**src/rtl/periph_int_pkg.sv**
```systemverilog
// Shared definitions for the peripheral interrupt controller: register map,
// FSM encoding and source-count limits.
`ifndef INT_CODE_WIDTH
`define INT_CODE_WIDTH 5
`endif

package periph_int_pkg;

    localparam int MAX_SRC = 31;
    localparam int IDX_W   = 5;

    localparam logic [3:0] ADDR_PEND   = 4'h0;
    localparam logic [3:0] ADDR_ENABLE = 4'h4;
    localparam logic [3:0] ADDR_CLAIM  = 4'h8;
    localparam logic [3:0] ADDR_STATUS = 4'hC;

    typedef enum logic [1:0] {
        ST_IDLE    = 2'd0,
        ST_ASSERT  = 2'd1,
        ST_CLAIMED = 2'd2
    } state_t;

    // Interrupt codes are 1-based so that 0 can mean "no request".
    function automatic logic [7:0] id_to_code(input logic [IDX_W-1:0] id);
        return 8'(id) + 8'd1;
    endfunction

endpackage

```
**src/rtl/int_prio_enc.sv**
```systemverilog
// Fixed-priority encoder: reports the lowest set index of the request vector.
module int_prio_enc
    import periph_int_pkg::*;
#(
    parameter int NUM_SRC = 8
) (
    input  logic [NUM_SRC-1:0] i_req,
    output logic               o_valid,
    output logic [IDX_W-1:0]   o_idx
);

    always_comb begin
        o_valid = 1'b0;
        o_idx   = '0;
        for (int unsigned i = 0; i < NUM_SRC; i++) begin
            if (i_req[i] && !o_valid) begin
                o_valid = 1'b1;
                o_idx   = IDX_W'(i);
            end
        end
    end

endmodule

```
**src/rtl/periph_int_ctrl.sv**
```systemverilog
// Peripheral interrupt controller: pending/enable registers, one-at-a-time
// claim/complete handshake and a registered interrupt code for the CSR file.
`ifndef INT_CODE_WIDTH
`define INT_CODE_WIDTH 5
`endif

module periph_int_ctrl
    import periph_int_pkg::*;
#(
    parameter int NUM_SRC = 8,
    parameter int CODE_W  = `INT_CODE_WIDTH
) (
    input  logic               clk,
    input  logic               rst,
    input  logic [NUM_SRC-1:0] irq_in,
    input  logic               reg_wr_en,
    input  logic               reg_rd_en,
    input  logic [3:0]         reg_addr,
    input  logic [31:0]        reg_wdata,
    output logic [31:0]        reg_rdata,
    output logic [CODE_W-1:0]  peripheral_int_code
);

    state_t               r_state;
    logic [NUM_SRC-1:0]   r_pending;
    logic [NUM_SRC-1:0]   r_enable;
    logic [NUM_SRC-1:0]   r_in_service;
    logic [IDX_W-1:0]     r_sel_id;
    logic [CODE_W-1:0]    r_code;

    logic [NUM_SRC-1:0]   w_set;
    logic [NUM_SRC-1:0]   w_cand;
    logic [NUM_SRC-1:0]   w_sel_onehot;
    logic                 w_cand_valid;
    logic [IDX_W-1:0]     w_cand_idx;
    logic [7:0]           w_sel_code;
    logic                 w_claim;
    logic                 w_complete;
    logic                 w_en_wr;
    logic                 w_unused;

    assign w_unused     = ^reg_wdata;
    assign w_set        = irq_in & r_enable & ~r_pending & ~r_in_service;
    assign w_cand       = r_pending & r_enable;
    assign w_sel_onehot = NUM_SRC'(1) << r_sel_id;
    assign w_sel_code   = id_to_code(r_sel_id);
    assign w_en_wr      = reg_wr_en && (reg_addr == ADDR_ENABLE);

    // A read that coincides with a write returns data but never claims.
    assign w_claim    = reg_rd_en && !reg_wr_en && (reg_addr == ADDR_CLAIM) &&
                        (r_state == ST_ASSERT);
    assign w_complete = reg_wr_en && (reg_addr == ADDR_CLAIM) &&
                        (r_state == ST_CLAIMED) &&
                        (reg_wdata[CODE_W-1:0] == CODE_W'(w_sel_code));

    int_prio_enc #(
        .NUM_SRC (NUM_SRC)
    ) u_prio (
        .i_req   (w_cand),
        .o_valid (w_cand_valid),
        .o_idx   (w_cand_idx)
    );

    always_ff @(posedge clk) begin
        if (!rst) begin
            r_state      <= ST_IDLE;
            r_pending    <= '0;
            r_enable     <= '0;
            r_in_service <= '0;
            r_sel_id     <= '0;
            r_code       <= '0;
        end else begin
            r_pending <= (r_pending | w_set) & ~(w_claim ? w_sel_onehot : '0);
            if (w_en_wr) begin
                r_enable <= reg_wdata[NUM_SRC-1:0];
            end
            unique case (r_state)
                ST_IDLE: begin
                    if (w_cand_valid) begin
                        r_sel_id <= w_cand_idx;
                        r_code   <= CODE_W'(id_to_code(w_cand_idx));
                        r_state  <= ST_ASSERT;
                    end
                end
                ST_ASSERT: begin
                    if (w_claim) begin
                        r_in_service <= r_in_service | w_sel_onehot;
                        r_code       <= '0;
                        r_state      <= ST_CLAIMED;
                    end else if ((r_enable & w_sel_onehot) == '0) begin
                        r_code  <= '0;
                        r_state <= ST_IDLE;
                    end
                end
                ST_CLAIMED: begin
                    if (w_complete) begin
                        r_in_service <= r_in_service & ~w_sel_onehot;
                        r_state      <= ST_IDLE;
                    end
                end
                default: begin
                    r_code  <= '0;
                    r_state <= ST_IDLE;
                end
            endcase
        end
    end

    always_comb begin
        reg_rdata = '0;
        if (rst && reg_rd_en) begin
            unique case (reg_addr)
                ADDR_PEND:   reg_rdata = 32'(r_pending);
                ADDR_ENABLE: reg_rdata = 32'(r_enable);
                ADDR_CLAIM:  reg_rdata = (r_state == ST_ASSERT) ? 32'(w_sel_code) : '0;
                ADDR_STATUS: reg_rdata = {22'd0, r_state, w_sel_code};
                default:     reg_rdata = '0;
            endcase
        end
    end

    assign peripheral_int_code = r_code;

endmodule

```
**config.mk**
```make
export PLATFORM = sky130hd
export DESIGN_NAME = periph_int_ctrl
export DESIGN_NICKNAME = d
export VERILOG_FILES = /design/src/rtl/periph_int_pkg.sv /design/src/rtl/int_prio_enc.sv /design/src/rtl/periph_int_ctrl.sv
export SDC_FILE = /design/constraint.sdc
export NUM_CORES = 1
export LEC_CHECK = 0
export BUFFER_PORTS_ARGS = -buffer_cell sky130_fd_sc_hd__buf_2
export CORE_UTILIZATION = 52
export DETAILED_ROUTE_END_ITERATION = 16
export PLACE_DENSITY = 0.95
export SLEW_MARGIN = 20
export SYNTH_ARGS = -nofsm -noshare
export SYNTH_HDL_FRONTEND = slang
export SYNTH_SLANG_ARGS = --single-unit
```
**constraint.sdc**
```tcl
create_clock -name clk -period 3.35 [get_ports clk]
set_input_delay 0.5025 -clock clk [delete_from_list [all_inputs] [get_ports clk]]
set_output_delay 0.5025 -clock clk [all_outputs]
set_load 0.02 [all_outputs]
```
# Word-level counts from Yosys, hierarchy flattened
# Index checks and enable logic that the tools add are counted.
# totals
register_bits	36
out_inout_bits	37
elab_cells	95
inputBits	48
# classes
shift	1
n_addsub	2
n_eq_ne	10
n_reduce_logical	31
muxes	31
bitwise_logic	14
# ops
op	n
$and 8x8->8	7
$pmux 10 s4	1
$not 8->8	4
$mux 8	3
$or 8x8->8	2
$pmux 8 s2	1
$logic_and 1x1->1	15
$mux 5	3
$pmux 5 s3	1
$mux 2	6
$mux 3	4
$mux 10	1
$mux 1	9
$reduce_and 3->1	3
$eq 4x4->1 const B	2
$logic_not 1->1	8
$logic_not 8->1	1
$shl 1x5->8 const A	1
$add 5x1->6 const B	1
$mux 6	1
$pmux 2 s3	1
$add 5x1->5 const B	1
$eq 5x5->1	1
$eq 4x3->1 const B	1
10 further kinds	11

# Longest topological paths before layout
# Gate-level depths: netlist of run 1.
# depth
depth_word	26
depth_mapped	8
mapped_depth_nobuf	7

# Cells and area by module
# A second synthesis of run 1 with hierarchy kept.
# hier_totals
hier_cells	284
hier_area_um2	2329.7
# modules_own_cells
module	cells_each	seq_area_each_um2	area_per_inst_um2	instances
periph_int_ctrl	267	720.7	2227.1	1
int_prio_enc	17	0.0	102.6	1

# Least setup slack after synthesis of run 1
# No wires, ideal clock.
# synth_path
kind	input-to-output
start	input port reg_addr[1]
end	output port reg_rdata[5]
path_stages	4
setup_slack_ps	1188
n_path_buf	1
arrival_time_ps	1660
required_ps	2847
path_cell_list	nor4b_2 > buf_4 > a22oi_1 > nor2_1
# synth_between
elab_chain_len	3
word_cells_on_any_way	6
cone_classes	eq/ne (3); mux (2); reduce/logical (1)
# synth_rtl
element	line_no	text
start, declared	periph_int_ctrl.sv:18	input logic [3:0] reg_addr,
$eq 4x4->1 (tied with other cells)	periph_int_ctrl.sv:112	unique case (reg_addr)
$pmux 10 s4 *	periph_int_ctrl.sv:112	
$mux 10 *	periph_int_ctrl.sv:111	if (rst && reg_rd_en) begin
end, declared	periph_int_ctrl.sv:20	output logic [31:0] reg_rdata,
# Every way passes the cells marked *; elsewhere a longest branch is shown, timed or not.

# Worst setup path in the final report of run 1
# layout_path
start	input port reg_addr[1]
end	output port reg_rdata[3]
# Same word-level chain as after synthesis.

==> results of run 1 <==
## power by group
part | internal (uW) | switching (uW) | leakage, uW
clock | 147 | 142 | 0.0000385
combinational | 19.5 | 51.8 | 0.000630
sequential | 394 | 3.22 | 0.000266
## cell type report
cell class	instances	area [um2]	area share
sequential	33	661	0.289
tap	48	60.1	0.0262
clock inverter	1	7.51	0.00328
multi-input combinational	205	1250	0.546
clock buffer	7	76.3	0.0333
timing repair buffer	39	200	0.0874
inverter	9	33.8	0.0148
## cells in the mapped netlist (2+ instances only)
cell type	count	area, um2
sky130_fd_sc_hd__a21boi_0	3	22.5
sky130_fd_sc_hd__clkbuf_1	2	7.51
sky130_fd_sc_hd__xor2_1	2	17.5
sky130_fd_sc_hd__nand2b_1	4	25.0
sky130_fd_sc_hd__ha_1	7	87.6
sky130_fd_sc_hd__a222oi_1	3	30.0
sky130_fd_sc_hd__dfxtp_1	33	661
sky130_fd_sc_hd__and3b_1	2	17.5
sky130_fd_sc_hd__buf_4	24	180
sky130_fd_sc_hd__o21ai_0	12	60.1
sky130_fd_sc_hd__buf_2	3	15.0
sky130_fd_sc_hd__a311oi_1	2	17.5
sky130_fd_sc_hd__a21oi_1	20	100
sky130_fd_sc_hd__and3_1	2	12.5
sky130_fd_sc_hd__nor3_1	3	15.0
sky130_fd_sc_hd__nand3_1	11	55.1
sky130_fd_sc_hd__a41oi_1	3	26.3
sky130_fd_sc_hd__nand2_1	31	116
sky130_fd_sc_hd__and4_1	2	17.5
sky130_fd_sc_hd__nand4_1	3	18.8
sky130_fd_sc_hd__o31ai_1	3	22.5
sky130_fd_sc_hd__mux2i_1	2	20.0
sky130_fd_sc_hd__a32oi_1	2	17.5
sky130_fd_sc_hd__nor4_1	2	12.5
sky130_fd_sc_hd__xnor2_1	3	26.3
sky130_fd_sc_hd__o22ai_1	3	18.8
sky130_fd_sc_hd__a22oi_1	8	60.1
sky130_fd_sc_hd__nor2_1	23	86.3
sky130_fd_sc_hd__o211a_1	2	20.0
sky130_fd_sc_hd__inv_1	9	33.8
sky130_fd_sc_hd__nor2b_1	5	31.3
## routing by layer
layer  vias up  wire length (um)  share of wire  GRT usage
met3        18               482          0.096     0.0563
met2       120              2460           0.49      0.436
met5         -                 0              0          0
met1       931              1890           0.38      0.311
li1        950                 -              -          -
met4         0               170          0.034      0.109
## worst max path at each step
| stage | start | endpoint |
|---|---|---|
| after floorplan | reg_addr[1] | reg_rdata[5] |
| after global placement | reg_addr[1] | reg_rdata[3] |
| after detailed placement | reg_addr[1] | reg_rdata[3] |
| after CTS | r_sel_id[2] | reg_rdata[2] |
| after global routing | r_sel_id[2] | reg_rdata[2] |
| final | reg_addr[1] | reg_rdata[3] |
## stage by stage
step           hold slack, ns  utilization  cells  power, uW
6_report                0.465        0.612    342        758
3_3_place_gp            0.454        0.589    334        475
3_5_place_dp            0.459        0.589    334        477
5_1_grt                 0.467        0.612    342        792
2_1_floorplan           0.455            -    277        470
4_1_cts                 0.461        0.612    342        763
## cell families (layout without fill, tap and decap cells)
| logic type | Yosys count | in the layout |
|---|---|---|
| compound gates | 72 | 72 |
| xor+xnor | 5 | 5 |
| fa+ha+maj | 7 | 7 |
| buf+inv | 39 | 56 |
| flops | 33 | 33 |
| mux | 2 | 2 |
| other cells | 1 | 23 |
| simple gates | 96 | 96 |
## worst reg2reg max path: stages (launching register included)
cell	delay (ns)
sky130_fd_sc_hd__dfxtp_1	0.67
sky130_fd_sc_hd__inv_1	0.20
sky130_fd_sc_hd__ha_1	0.38
sky130_fd_sc_hd__xnor2_1	0.16
sky130_fd_sc_hd__nor2_1	0.11
sky130_fd_sc_hd__nand4_1	0.16
sky130_fd_sc_hd__nor3b_2	0.43
sky130_fd_sc_hd__a41oi_1	0.19
==> PnR_summary.wiki, run 1 <==
{| class="wikitable"
! Metric !! Value
|-
| TritonCTS clock tree || built
|-
| CTS HTree Levels || 2
|-
| Worst reg2reg setup slack || between 0.8 and 0.9 ns
|-
| Family of cells with the greatest summed delay on the critical path || simple AND/OR/NAND/NOR gates
|-
| Post-Syn Area || 2070 um2
|-
| Number of antenna violations at the first check in global routing || 0
|-
| Total grt overflow || 0
|-
| Final setup vio count || 0
|-
| Final worst slack || between 0.7 and 0.8 ns
|-
| WHS Path Cells || 2
|-
| Delay of the slowest critical-path stage || ~0.80 ns
|-
| Layout Area Growth over Synthesis || 10.6%
|-
| Leakage power of the design || between 0.0009 and 0.001 uW
|-
| Number of buffers inserted for hold repair after clock tree synthesis || 0
|-
| Width of the die || 65.1 um
|-
| Post-placement setup slack || 0.829 ns
|-
| Clk Latency, worst-skew pair || ~0.29 ns
|-
| Dominant cell type by count on the critical path || sky130_fd_sc_hd__buf_2
|-
| Global-route wire length before repair || 8.27 mm
|-
| Count of cells resized by post-cts repair || 0
|-
| Maximum clock path buffer count || 2
|-
| Root Driver || sky130_fd_sc_hd__clkbuf_8
|-
| Endpoint of the worst hold-timing path || peripheral_int_code[2]
|-
| Min cycle time layout || roughly 2.6 ns
|-
| Number of buffers added for setup after CTS || 0
|-
| Required time worst endpoint || 2.85 ns
|-
| Final max-slew violation count || 0
|-
| Number of vias per cell after detailed routing || approximately 5.9
|-
| Cell depth of the worst setup path || 5
|-
| Leading cell type in the layout, fill and taps excluded || sky130_fd_sc_hd__buf_2
|-
| Crit share post-route || 0.768
|-
| Commonest cells after routing, fill and taps aside || sky130_fd_sc_hd__buf_2, sky130_fd_sc_hd__dfxtp_1, sky130_fd_sc_hd__nand2_1
|-
| Number of warnings reported in the yosys synthesis log || 0
|-
| Vias in the first global route || 1761
|-
| Fraction of layout cells with a size suffix above 1 || 0.184
|-
| Start point of the worst min-delay path || peripheral_int_code[2]
|-
| Mean post-synth cell area || between 8 and 9 um2
|-
| Total of max-cap violations || 0
|-
| Hold violation count in the final report || 0
|-
| Average wire length per cell after detail routing || ~15 um
|-
| Xor/xnor cell area share of the yosys netlist || 0.0212
|-
| Design area || 2290 um2
|-
| Synth Area in Simple Gates || 0.246
|-
| Maximum clock frequency || ~0.4 GHz
|-
| Total DRC errors in the routed layout || 0
|-
| Post-layout net count || approximately 350
|-
| Arrival time worst endpoint || between 2 and 2.5 ns
|-
| Global Route Usage Sum || 0.257
|-
| Number of standard cells after synthesis || 255
|-
| Sinks on the clock net || 33
|-
| Critical path endpoint category || primary output
|-
| Class of the worst hold path || reg2reg
|-
| Synthesized-area fraction occupied by ao, oa, aoi and oai cells || 0.244
|-
| Pin count of the biggest net entering global routing || 26
|-
| Maximum fanout along the worst path || 9
|-
| Register area share after synthesis || 0.319
|-
| WP buf/inv || 2
|-
| Cell type of the slowest stage on the worst timing path || sky130_fd_sc_hd__nor4b_2
|-
| Mux share of post-synthesis cell area || 0.00967
|-
| Overall die height || 65.1 um
|-
| Clock Skew || about 0.0051 ns
|-
| Total I/O pin count || 85
|-
| Distinct cell type count of the synthesized netlist || 52
|-
| Placed Area || around 2200 um2
|-
| Starting Density || 0.553
|-
| Length of the first detailed-routing pass in iterations || 5
|-
| Cell area power density || around 330 nW/um2
|-
| Total vias in the final route || between 2000 and 2500
|-
| Path type of the worst setup path || in2out
|-
| Fraction of the mapped netlist area in adder cells || 0.0423
|-
| Number of antenna repair diodes || 0
|-
| Placeable core area || about 3700 um2
|-
| Peak supply drop || between 0.3 and 0.4 mV
|-
| Flip-flop cell with the highest count after synthesis || sky130_fd_sc_hd__dfxtp_1
|-
| Setup TNS after final layout || 0 ns
|-
| Flops & latches, synth || 33
|-
| Worst reg2reg path startpoint || r_sel_id[2]
|-
| Port buffer count || 37
|-
| Number of buffers added by the clock tree synthesis step || 5
|-
| Worst rel slew slack || 0.405
|-
| Result of the run || finished clean
|-
| Async set or reset register ratio after synthesis || 0
|-
| Area of the die || roughly 4200 um2
|-
| GPL Wtd Cong || 0.926
|-
| Startpoint kind of the worst setup timing path || input pin
|-
| Count of nets left with antenna violations after detail routing || 0
|-
| Count of flip-flops with a built-in enable after synthesis || 0
|-
| Total wire length after detailed routing || 5.00 mm
|-
| Crit path cell chain || buf_2 -> nor4b_2 -> a22oi_1 -> a21oi_1 -> buf_2
|-
| Fillers || about 340
|-
| RSZ-0062 raised after global routing || false
|-
| Count of standard-cell rows || 22
|-
| DP HPWL || roughly 3.8 mm
|-
| Clock transition time at the flip-flop clock pins of the worst setup and hold paths || approximately 0.070 ns
|-
| Register-to-Register Path Depth || 7
|-
| First-iteration detailed-routing DRC count || 130
|-
| Combinational family with the most area after synthesis || simple AND/OR/NAND/NOR gates
|-
| Actual slew at the worst max-slew pin || a little under 0.9 ns
|}
Note: power is estimated with default switching activity, not from simulation.
==> inputs of run 2 (changes only) <==
--- a/config.mk
+++ b/config.mk
@@ -6,9 +6,9 @@
 export NUM_CORES = 1
 export LEC_CHECK = 0
 export BUFFER_PORTS_ARGS = -buffer_cell sky130_fd_sc_hd__buf_2
-export CORE_UTILIZATION = 52
+export CORE_UTILIZATION = 48
 export DETAILED_ROUTE_END_ITERATION = 16
-export PLACE_DENSITY = 0.95
+export PLACE_DENSITY = 0.9
 export SLEW_MARGIN = 20
 export SYNTH_ARGS = -nofsm -noshare
 export SYNTH_HDL_FRONTEND = slang
==> constraint.sdc (replaced) <==
create_clock -name clk -period 2.4 [get_ports clk]
set_input_delay 0.36 -clock clk [delete_from_list [all_inputs] [get_ports clk]]
set_output_delay 0.36 -clock clk [all_outputs]
set_load 0.02 [all_outputs]
==> PnR_summary.wiki, run 2 (same netlist as run 1, synthesis figures left out) <==
{| class="wikitable"
! Metric !! Value
|-
| Port buffer count || 37
|-
| Arrival time worst endpoint || 1.87 ns
|-
| Total wire length after detailed routing || slightly above 5 mm
|-
| Hold violation count in the final report || 0
|-
| Number of antenna repair diodes || 0
|-
| Final max-slew violation count || 0
|-
| Clock Skew || 0.00485 ns
|-
| Number of antenna violations at the first check in global routing || 0
|-
| Crit path cell chain || inv_1 -> ha_1 -> a222oi_1 -> nor2_1 -> buf_2
|-
| CTS HTree Levels || 2
|-
| Area of the die || about 4600 um2
|-
| Crit share post-route || 0.928
|-
| First-iteration detailed-routing DRC count || approximately 170
|-
| Required time worst endpoint || between 2 and 2.5 ns
|-
| Maximum fanout along the worst path || 7
|-
| Commonest cells after routing, fill and taps aside || sky130_fd_sc_hd__buf_2, sky130_fd_sc_hd__dfxtp_1, sky130_fd_sc_hd__nand2_1
|-
| Count of cells resized by post-cts repair || 0
|-
| Critical path endpoint category || primary output
|-
| Layout Area Growth over Synthesis || 12.0%
|-
| WP buf/inv || 2
|-
| Placeable core area || between 4000 and 5000 um2
|-
| Class of the worst hold path || in2reg
|-
| GPL Wtd Cong || between 0.9 and 1
|-
| Count of standard-cell rows || 23
|-
| Peak supply drop || just under 0.3 mV
|-
| Maximum clock frequency || 0.449 GHz
|-
| Root Driver || sky130_fd_sc_hd__clkbuf_8
|-
| Post-layout net count || ~350
|-
| Overall die height || about 68 um
|-
| Leading cell type in the layout, fill and taps excluded || sky130_fd_sc_hd__buf_2
|-
| Leakage power of the design || about 0.00096 uW
|-
| Clk Latency, worst-skew pair || about 0.29 ns
|-
| Min cycle time layout || 2.23 ns
|-
| Startpoint kind of the worst setup timing path || flip-flop
|-
| Number of buffers inserted for hold repair after clock tree synthesis || 0
|-
| Sinks on the clock net || 33
|-
| Design area || between 2000 and 2500 um2
|-
| Worst hold margin || between 0.3 and 0.4 ns
|-
| Number of buffers added for setup after CTS || 0
|-
| Fraction of layout cells with a size suffix above 1 || 0.199
|-
| Width of the die || approximately 68 um
|-
| Total of max-cap violations || 0
|-
| Starting Density || 0.510
|-
| Global Route Usage Sum || 0.238
|-
| Vias in the first global route || about 1800
|-
| Worst reg2reg setup slack || 0.20 ns
|-
| Result of the run || finished clean
|-
| Clock transition time at the flip-flop clock pins of the worst setup and hold paths || roughly 0.07 ns
|-
| Maximum clock path buffer count || 2
|-
| TritonCTS clock tree || built
|-
| Number of vias per cell after detailed routing || slightly below 6
|-
| Total I/O pin count || 85
|-
| DP HPWL || 3.80 mm
|-
| Final setup vio count || 0
|-
| Total DRC errors in the routed layout || 0
|-
| Pin count of the biggest net entering global routing || 26
|-
| Length of the first detailed-routing pass in iterations || 4
|-
| RSZ-0062 raised after global routing || false
|-
| Final core occ || 0.571
|-
| Number of buffers added by the clock tree synthesis step || 5
|-
| Total grt overflow || 0
|-
| Setup TNS after final layout || 0 ns
|-
| Global-route wire length before repair || 8.09 mm
|-
| Delay of the slowest critical-path stage || between 0.5 and 0.6 ns
|-
| Path type of the worst setup path || reg2out
|-
| Cell area power density || about 460 nW/um2
|-
| Cell type of the slowest stage on the worst timing path || sky130_fd_sc_hd__dfxtp_1
|-
| Total vias in the final route || 2005
|-
| Average wire length per cell after detail routing || roughly 15 um
|-
| Placed Area || about 2200 um2
|-
| Family of cells with the greatest summed delay on the critical path || flip-flops
|-
| Count of nets left with antenna violations after detail routing || 0
|}
==> run 2: cell types whose count changed in the layout (fill, tap and decap cells not counted), sizes merged <==
cell,change
clkinv,+2
buf,+3
clkbuf,-2
==> run 2: layout make-up <==
class	count	area (um2)
Clock buffer	5	68.8
Clock inverter	3	17.5
Fill cell	371	1740
Inverter	9	33.8
Multi-Input combinational cell	205	1250
Sequential cell	33	661
Tap cell	50	62.6
Timing Repair Buffer	42	223
==> run 2: metrics by stage <==
step | power (uW) | worst slack [ns] | instances
2_1_floorplan | 656 | 0.507 | 277
3_3_place_gp | 664 | 0.308 | 339
3_5_place_dp | 665 | 0.268 | 339
4_1_cts | 1070 | 0.214 | 347
5_1_grt | 1110 | 0.108 | 347
6_report | 1070 | 0.174 | 347
==> run 2: power breakdown <==
part | leakage, uW | switching, uW | total (uW) | internal (uW)
combinational | 0.000646 | 72.4 | 100 | 27.7
clock | 0.0000439 | 218 | 418 | 200
sequential | 0.000266 | 4.38 | 554 | 550
==> run 2: final timing paths <==
path / from / end / cells after the start
worst max-delay path: r_sel_id[0] / reg_rdata[1] / 5
worst min-delay path: reg_wdata[7] / r_enable[7] / 3
worst max register to register: r_sel_id[0] / flip-flop / 7
worst min register to register: peripheral_int_code[3] / peripheral_int_code[3] / 2
==> run 2: worst register-to-register path, delay by kind of cell, from the launching register on <==
kind | cells | cell delay [ns]
DFF | 1 | 0.51
and+or+nand+nor | 3 | 0.69
AOI/OAI and AO/OA | 1 | 0.18
xor gates and xnor gates | 1 | 0.16
adders and majority gates | 2 | 0.52
==> run 2: per-layer routing <==
layer | up-vias | track usage | part of all wire
met4 | 0 | 0.0824 | 0.019
met5 | - | 0 | 0
met1 | 922 | 0.302 | 0.42
li1 | 961 | - | -
met3 | 15 | 0.0524 | 0.095
met2 | 107 | 0.394 | 0.46
